$ cat config.mk
export PLATFORM = sky130hd
export DESIGN_NAME = fp32_sum_seq
export DESIGN_NICKNAME = d
export VERILOG_FILES = /design/src/rtl/fp32_sum_seq.sv
export SDC_FILE = /design/constraint.sdc
export NUM_CORES = 1
export LEC_CHECK = 0
export CAP_MARGIN = 0
export CORE_MARGIN = 2
export CORE_UTILIZATION = 47
export CTS_CLUSTER_DIAMETER = 30
export DETAILED_ROUTE_END_ITERATION = 8
export PLACE_DENSITY_LB_ADDON = 0.2
export SYNTH_ARGS = -nofsm -noshare
export SYNTH_HDL_FRONTEND = slang
export SYNTH_SLANG_ARGS = --single-unit
export TNS_END_PERCENT = 1
$ cat constraint.sdc
create_clock -name clk -period 2.1 [get_ports clk]
set_input_delay 0.42 -clock clk [delete_from_list [all_inputs] [get_ports clk]]
set_output_delay 0.42 -clock clk [all_outputs]
set_load 0.05 [all_outputs]
$ cat src/rtl/fp32_sum_seq.sv
// rtl/fp32_sum_seq.sv - sequential fp32 vector reduction driving a fixed-latency adder
// Folds a valid/ready element stream into a running sum, one adder issue at a time.
module fp32_sum_seq #(
  parameter int LAT   = 2,
  parameter int CNT_W = 16
) (
  input  logic             clk,
  input  logic             rst_n,
  input  logic [31:0]      in_data,
  input  logic             in_valid,
  input  logic             in_last,
  output logic             in_ready,
  output logic [31:0]      add_a,
  output logic [31:0]      add_b,
  input  logic [31:0]      add_result,
  output logic [31:0]      out_data,
  output logic [CNT_W-1:0] out_count,
  output logic             out_valid,
  input  logic             out_ready
);

  localparam int WAIT_W = (LAT < 1) ? 1 : $clog2(LAT + 1);

  typedef enum logic [1:0] {S_ACC, S_WAIT, S_DONE} state_t;

  state_t            r_state;
  state_t            w_state_nxt;
  logic [WAIT_W-1:0] r_wait;
  logic              r_last;
  logic [31:0]       r_acc;
  logic [31:0]       r_add_a;
  logic [31:0]       r_add_b;
  logic [31:0]       r_out_data;
  logic [CNT_W-1:0]  r_count;
  logic [CNT_W-1:0]  r_out_count;
  logic              w_accept;
  logic              w_capture;
  logic              w_out_fire;

  // Gated by rst_n so the producer never sees ready while reset is held.
  assign in_ready   = (r_state == S_ACC) & rst_n;
  assign w_accept   = in_valid & in_ready;
  assign w_capture  = (r_state == S_WAIT) && (r_wait == '0);
  assign w_out_fire = (r_state == S_DONE) & out_ready;

  assign add_a      = r_add_a;
  assign add_b      = r_add_b;
  assign out_data   = r_out_data;
  assign out_count  = r_out_count;
  assign out_valid  = (r_state == S_DONE);

  always_ff @(posedge clk) begin
    if (!rst_n) r_state <= S_ACC;
    else        r_state <= w_state_nxt;
  end

  always_comb begin
    w_state_nxt = r_state;
    case (r_state)
      S_ACC:   if (w_accept) w_state_nxt = S_WAIT;
      S_WAIT:  if (w_capture) w_state_nxt = r_last ? S_DONE : S_ACC;
      S_DONE:  if (out_ready) w_state_nxt = S_ACC;
      default: w_state_nxt = S_ACC;
    endcase
  end

  always_ff @(posedge clk) begin
    if (!rst_n) begin
      r_wait      <= '0;
      r_last      <= 1'b0;
      r_acc       <= '0;
      r_add_a     <= '0;
      r_add_b     <= '0;
      r_out_data  <= '0;
      r_count     <= '0;
      r_out_count <= '0;
    end else begin
      if (w_accept) begin
        r_add_a <= r_acc;
        r_add_b <= in_data;
        r_last  <= in_last;
        r_wait  <= WAIT_W'(LAT);
        if (r_count != '1) r_count <= r_count + CNT_W'(1);
      end
      // Operands stay parked on add_a/add_b; only the counter moves until the result lands.
      if (r_state == S_WAIT) begin
        if (r_wait != '0) begin
          r_wait <= r_wait - WAIT_W'(1);
        end else begin
          r_acc <= add_result;
          if (r_last) begin
            r_out_data  <= add_result;
            r_out_count <= r_count;
          end
        end
      end
      if (w_out_fire) begin
        r_acc   <= '0;
        r_count <= '0;
      end
    end
  end

endmodule

==> results of run 1 <==
## cell families (layout without fill, tap and decap cells)
family | after synthesis | after routing
AOI/OAI and AO/OA | 114 | 114
adders and majority gates | 1 | 1
buffers and inverters | 56 | 236
DFF | 165 | 165
muxes | 2 | 2
and+or+nand+nor | 415 | 415
## cell type report
class	instances	area share (%)
Timing Repair Buffer	203	23.3
Sequential cell	165	38.4
Clock inverter	4	1.11
Inverter	3	0.131
Clock buffer	26	5.69
Tap cell	172	2.50
Multi-Input combinational cell	532	28.8
## cells in the mapped netlist (3+ instances only)
| cell type | number |
|---|---|
| dfxtp_1 | 165 |
| and4_1 | 3 |
| buf_2 | 8 |
| nand3_1 | 70 |
| o21ai_0 | 3 |
| nor2_1 | 6 |
| o31ai_1 | 10 |
| or4_1 | 8 |
| buf_1 | 6 |
| a21oi_1 | 94 |
| nand4_1 | 6 |
| nor3_1 | 5 |
| clkbuf_1 | 37 |
| or3_1 | 3 |
| nand2b_1 | 3 |
| nand2_1 | 298 |
## flip-flops by register name (all words and copies together) (netlist names)
signal	cells
add_b	32
r_count	16
r_wait	2
add_a	32
out_count	16
r_last	1
r_acc	32
r_state	2
out_data	32
## metrics by stage
stage                     instance area (sq um)  power [mW]  setup TNS (ns)
after floorplan                            5990        3.94               0
after global placement                     8010        4.34         -0.0977
after detailed placement                   8010        4.36          -0.315
after CTS                                  8600        7.44               0
after global routing                       8600        7.66               0
final                                      8600        7.39               0
## cells in the final DEF, fill, tap and decap left out, types with 4 or more instances in the layout
cell	Yosys	routed
nor2_1	6	6
clkbuf_1	37	6
o31ai_1	10	10
clkdlybuf4s50_1	0	179
nor3_1	5	4
buf_4	0	20
a21oi_1	94	94
nand2_1	298	297
nand3_1	70	70
nand4_1	6	6
dfxtp_1	165	165
clkbuf_16	0	17
or4_1	8	8
## layer usage
metal | up-vias | global-route usage (%)
met5 | - | 0
met4 | 0 | 9.65
met3 | 27 | 7.52
met2 | 187 | 42.8
met1 | 2695 | 27.6
li1 | 2833 | -
## power breakdown
part / internal (mW) / total [mW] / switching, mW
Combinational: 0.358 / 0.956 / 0.597
Sequential: 3.26 / 3.34 / 0.0768
Clock: 1.95 / 3.09 / 1.14
Total: 5.57 / 7.39 / 1.82
## worst paths after layout
path	from	end	slack, ns	cells after the start
worst max register to register	r_count[0]$_SDFFE_PP0P_	r_count[10]$_SDFFE_PP0P_	0.18	5
worst min register to register	r_acc[2]$_SDFFE_PP0P_	add_a[2]$_SDFFE_PN0P_	0.43	2
worst min-delay path	rst_n	r_state[0]$_SDFFE_PN0P_	0.35	3
worst max-delay path	add_a[22]$_SDFFE_PN0P_	add_a[22]	0.07	1
==> summary.md, run 1 <==
| Metric | Value |
|---|---|
| Tot GR Track Use | 24.3% |
| # setup viols final | 0 |
| Port Buffers | 182 |
| Fraction of layout cells with a size suffix above 1 | 6.00% |
| Crit path buf inv count | 1 |
| Routed Antenna Nets | 0 |
| Ratio of final minimum period to clock period | 96.5% |
| WL/cell | 14.9 um |
| Post-synthesis mux area share | 0.334% |
| FF+latch area | 0.00330 sq mm |
| GP Congestion | 0.845 |
| Layout area overhead | 43.6% |
| Uppermost routed layer | met4 |
| Final non-filler cell total | 1,105 |
| Setup bufs post-CTS | 0 |
| Max Freq | 494 MHz |
| # diodes | 0 |
| XOR/XNOR Fraction of Synth Area | 0% |
| CTS HTree Levels | 4 |
| Largest area contributor in the netlist | dfxtp_1 |
| Initial Util | 47.9% |
| Cell Chain, Critical Path | clkdlybuf4s50_1 |
| Area of the multi-input gates | 0.00248 sq mm |
| Clock transition at path regs | 0.06 ns |
| CP Max Fanout | 2 |
| Synth area leaders | dfxtp_1 55%, nand2_1 19%, a21oi_1 7.9%, nand3_1 5.8%, clkbuf_1 2.3% |
| CP delay by family, top | buffers and inverters |
| Worst EP required | 1.68 ns |
| Ys flop type | dfxtp_1 |
| Grt ovf | 0 |
| Global-route wire length before repair | 26.0 mm |
| Synth warn | 0 |
| Clock Latency Late Sink | 0.42 ns |
| Crit end category | primary output |
| Synthesized flop and latch total | 165 |
| Synthesized net count | 823 |
| Hold Fails Final Rpt | 0 |
| Final min period | 2.03 ns |
| Slew @ Worst Pin | 0.705 ns |
| Syn_area_per_cell | 7.96 sq um |
| Hold WS | 0.354 ns |
| Arr. time, crit path | 1.61 ns |
| TritonCTS Buffers | 17 |
| Ys async rst share | 0% |
| Share of the synthesized area in the top cell type | 55.1% |
| Final slew viol count | 0 |
| Worst setup margin | 0.0745 ns |
| # clock sinks | 165 |
| Drt pass-1 iters | 5 |
| Placed insts | 1,075 |
| Die height | 117 um |
| Routed met3 length | 1.23 mm |
| Post-route DRC | 0 |
| Vias post-DR | 5,742 |
| Final core occ | 68.7% |
| Post-CTS Hold Buffers | 0 |
| Deepest clock path buffer count | 2 |
| PwrDens | 859 mW/mm^2 |
| Cell Area, Synth | 0.00599 sq mm |
| Vias in the first global route | 5,496 |
| Die Area | 0.0137 sq mm |
| Post-cts sizing count | 0 |
| Largest family of logic cells by synthesized area | simple AND/OR/NAND/NOR gates |
| Core box area | 0.0125 sq mm |
| Critical path launch point type | flop |
| I/O pins | 183 |
| Simple-gate share of the synthesized area | 30.2% |
| Max Clock Skew | 0.00654 ns |
| Die W | 117 um |
| Fillers | 1,074 |
| TritonCTS clock tree | built |
| Post-synthesis compound-gate area fraction | 10.2% |
| FP Rows | 41 |
| Slew margin rel. | 52.7% |
| Vias per cell | 5.20 |
| Adder-cell share of the synthesized area | 0.209% |
| Met1 WL | 6.70 mm |
| Worst Hold Class | in -> reg |
| Final net count | 992 |
| Leakage power | 3.28 nW |
| Pin count of the biggest net entering global routing | 52 |
| Final HPWL DP | 11.2 mm |
| CP peak stage delay | 0.84 ns |
| Met2 WL | 8.17 mm |
| Synthesized instance count | 753 |
| EDFF count, synth | 0 |
| Seq/Total Area, Yosys | 55.1% |
| Worst setup path class | reg -> out |
| DP Worst Slack | -0.0991 ns |
| Synth cell types | 38 |
| Drt initial violations | 300 |
| Post-Route WL | 16.5 mm |
| RSZ-0062 raised after global routing | false |
| Slowest CP cell | clkdlybuf4s50_1 |
| Clk root buf | clkbuf_16 |
| Status | completed |
| Initial antenna violation count | 0 |
| Worst VDD drop | 0.000591 V |
| Maxcap violations | 0 |
Note: power is estimated with default switching activity, not from simulation.
==> inputs of run 2 (changes only) <==
--- a/config.mk
+++ b/config.mk
@@ -11,7 +11,8 @@
 export CTS_CLUSTER_DIAMETER = 30
 export DETAILED_ROUTE_END_ITERATION = 8
 export PLACE_DENSITY_LB_ADDON = 0.2
+export REMOVE_ABC_BUFFERS = 1
 export SYNTH_ARGS = -nofsm -noshare
 export SYNTH_HDL_FRONTEND = slang
 export SYNTH_SLANG_ARGS = --single-unit
-export TNS_END_PERCENT = 1
+export TNS_END_PERCENT = 20
==> run 2 against run 1 <==
Against the previous run:
- clock skew grew 0.0039 ns
- worst hold slack gained 0.045 ns
- setup slack gained 0.0056 ns
- maximum frequency grew 0.28%
- routed wire length grew 0.91%
- via count shrank 0.78%
- global-route usage shrank 0.32 points
- combinational power is essentially flat
- flip-flop and latch count is the same
- die area is the same
- critical endpoint is now add_a[12]
- largest power group is now clock
==> summary.md, run 2 (same netlist as run 1, synthesis figures left out) <==
| Metric | Value |
|---|---|
| Status | completed (unchanged) |
| Grt ovf | 0 (unchanged) |
| Clock network power share | 44.5% (was 41.9%) |
| Post-CTS Hold Buffers | 0 (unchanged) |
| # clock sinks | 165 (unchanged) |
| Reg2reg setup slack | 0.20 ns (was 0.18 ns) |
| Vias post-DR | 5,697 (was 5,742) |
| Hold Path Sink | r_state[0]$_SDFFE_PN0P_ (unchanged) |
| CP peak stage delay | 0.83 ns (was 0.84 ns) |
| Slew margin rel. | 52.3% (was 52.7%) |
| Worst setup path class | reg -> out (unchanged) |
| Cell Chain, Critical Path | clkdlybuf4s50_1 (unchanged) |
| Final slew viol count | 0 (unchanged) |
| FP Rows | 41 (unchanged) |
| Die height | 117 um (unchanged) |
| Most frequent cells in the layout | 297 x nand2_1, 179 x clkdlybuf4s50_1, 165 x dfxtp_1 (unchanged) |
| Max Clock Skew | 0.0105 ns (was 0.00654 ns) |
| Switching fraction of total power | 24.1% (was 24.6%) |
| Final min period | 2.02 ns (was 2.03 ns) |
| TritonCTS Buffers | 17 (unchanged) |
| Final core occ | 69.3% (was 68.7%) |
| Power Internal | 5.88 mW (was 5.57 mW) |
| Final HPWL DP | 11.4 mm (was 11.2 mm) |
| Post-cts sizing count | 0 (unchanged) |
| Reg2reg start | r_count[0]$_SDFFE_PP0P_ (unchanged) |
| GP Congestion | 0.812 (was 0.845) |
| Clk root buf | clkbuf_16 (unchanged) |
| Design Area, Final | 0.00867 sq mm (was 0.00860 sq mm) |
| Drt pass-1 iters | 5 (unchanged) |
| Die W | 117 um (unchanged) |
| Post-Route WL | 16.6 mm (was 16.5 mm) |
| Leakage power | 3.33 nW (was 3.28 nW) |
| R2R depth | 5 (unchanged) |
| Hold Fails Final Rpt | 0 (unchanged) |
| I/O pins | 183 (unchanged) |
| Tot GR Track Use | 24.0% (was 24.3%) |
| CTS HTree Levels | 4 (unchanged) |
| Clock transition at path regs | 0.06 ns (about the same) |
| TritonCTS clock tree | built (unchanged) |
| Clock Latency Late Sink | 0.42 ns (about the same) |
| Initial Util | 47.9% (unchanged) |
| Post-route DRC | 0 (unchanged) |
| Flop pwr share | 43.1% (was 45.2%) |
| Vias per cell | 5.14 (was 5.20) |
| Hold wc startpoint | rst_n (unchanged) |
| Slew @ Worst Pin | 0.710 ns (was 0.705 ns) |
| Arr. time, crit path | 1.60 ns (was 1.61 ns) |
| Min-Delay Path Depth | 3 (unchanged) |
| Deepest clock path buffer count | 2 (unchanged) |
| Dpl cell area | 0.00800 sq mm (was 0.00801 sq mm) |
| Crit path buf inv count | 1 (unchanged) |
| Fraction of layout cells with a size suffix above 1 | 6.94% (was 6.00%) |
| Die Area | 0.0137 sq mm (unchanged) |
| Comb pwr share | 12.4% (was 12.9%) |
| Max Freq | 495 MHz (was 494 MHz) |
| Met2 Use GR | 42.5% (was 42.8%) |
| Worst VDD drop | 0.000593 V (was 0.000591 V) |
| Port Buffers | 182 (unchanged) |
| GR Layer Usage met3 | 4.94% (was 7.52%) |
| Layout area overhead | 44.7% (was 43.6%) |
| Maxcap violations | 0 (unchanged) |
| Drt initial violations | 298 (was 300) |
| Crit end category | primary output (unchanged) |
| Worst EP required | 1.68 ns (about the same) |
| Critical path launch point type | flop (unchanged) |
| Vias in the first global route | 5,287 (was 5,496) |
| Core box area | 0.0125 sq mm (unchanged) |
| Setup bufs post-CTS | 0 (unchanged) |
| Met1 GRT Util | 28.7% (was 27.6%) |
| RSZ-0062 raised after global routing | false (unchanged) |
| Final net count | 994 (was 992) |
| # setup viols final | 0 (unchanged) |
| Global-route wire length before repair | 25.7 mm (was 26.0 mm) |
| PwrDens | 893 mW/mm^2 (was 859 mW/mm^2) |
| Commonest non-fill, non-tap cell in the layout | nand2_1 (unchanged) |
| # diodes | 0 (unchanged) |
| Ratio of final minimum period to clock period | 96.2% (was 96.5%) |
| Most used routing layer in global routing | met2 (unchanged) |
| Initial antenna violation count | 0 (unchanged) |
| Routed Antenna Nets | 0 (unchanged) |
| CP Max Fanout | 2 (unchanged) |
| CP delay by family, top | buffers and inverters (unchanged) |
| Slowest CP cell | clkdlybuf4s50_1 (unchanged) |
| Worst Hold Class | in -> reg (unchanged) |
| Net Sw Power | 1.86 mW (was 1.82 mW) |
| RR Endpoint | r_count[10]$_SDFFE_PP0P_ (unchanged) |
| WL/cell | 15.0 um (was 14.9 um) |
| Pin count of the biggest net entering global routing | 48 (was 52) |
==> run 2: cell types whose count changed in the layout (fill, tap and decap cells not counted), moves of 2 or more <==
cell / change
clkinv_2: +3
bufinv_16: +2
buf_12: -2
clkbuf_1: -5
clkbuf_8: +2
buf_4: +4
==> run 2: layout make-up <==
| class | instances | area [sq um] |
|---|---|---|
| Timing Repair Buffer | 205 | 2000 |
| Fill cell | 1070 | 3850 |
| Sequential cell | 165 | 3300 |
| Multi-Input combinational cell | 532 | 2470 |
| Inverter | 3 | 11.3 |
| Tap cell | 172 | 215 |
| Clock buffer | 23 | 498 |
| Clock inverter | 9 | 170 |
==> run 2: worst max-delay path by stage <==
stage	end	slack, ns	start	depth (start not counted)
4_1_cts	add_a[12]	0.05	add_a[12]$_SDFFE_PN0P_	1
5_1_grt	add_a[8]	0.04	add_a[8]$_SDFFE_PN0P_	1
6_report	add_a[12]	0.08	add_a[12]$_SDFFE_PN0P_	1
2_1_floorplan	r_count[10]$_SDFFE_PP0P_	-1.44	r_state[1]$_SDFFE_PN0P_	4
3_3_place_gp	r_count[10]$_SDFFE_PP0P_	-0.05	in_valid	5
3_5_place_dp	r_count[6]$_SDFFE_PP0P_	-0.08	in_valid	5
==> run 2: power by group through the flow <==
stage | registers, mW | clock network [mW] | logic [mW]
5_1_grt | 3.35 | 3.64 | 1.02
4_1_cts | 3.34 | 3.49 | 0.963
3_5_place_dp | 3.40 | 0 | 0.955
2_1_floorplan | 3.67 | 0 | 0.234
3_3_place_gp | 3.40 | 0 | 0.940
6_report | 3.34 | 3.45 | 0.956
==> run 2: metal layers <==
layer / part of all wire [%] / vias up
met5: 0 / -
met1: 41 / 2651
li1: - / 2833
met3: 6.5 / 23
met2: 50 / 190
met4: 1.9 / 0
==> run 2: per-stage QoR <==
step	setup TNS [ns]	hold WS, ns	power [mW]	worst slack (ns)	instances
6_report	0	0.399	7.74	0.0801	1109
5_1_grt	0	0.412	8.01	0.0418	1109
4_1_cts	0	0.396	7.79	0.0526	1109
3_5_place_dp	-0.214	0.428	4.36	-0.0775	1077
3_3_place_gp	-0.0486	0.420	4.34	-0.0486	1077
2_1_floorplan	-79.77	0.415	3.90	-1.44	700
==> run 2: tightest hold or removal path: stages <==
cell      delay (ns)
buf_2           0.16
nand2b_1        0.11
nor3_1          0.06
==> inputs of run 3 (changes only) <==
--- a/config.mk
+++ b/config.mk
@@ -10,6 +10,7 @@
 export CORE_UTILIZATION = 47
 export CTS_CLUSTER_DIAMETER = 30
 export DETAILED_ROUTE_END_ITERATION = 8
+export GPL_ROUTABILITY_DRIVEN = 1
 export PLACE_DENSITY_LB_ADDON = 0.2
 export REMOVE_ABC_BUFFERS = 1
 export SYNTH_ARGS = -nofsm -noshare
==> results of run 3 <==
Same layout as run 2: the final DEF is identical, and so are final timing and power.
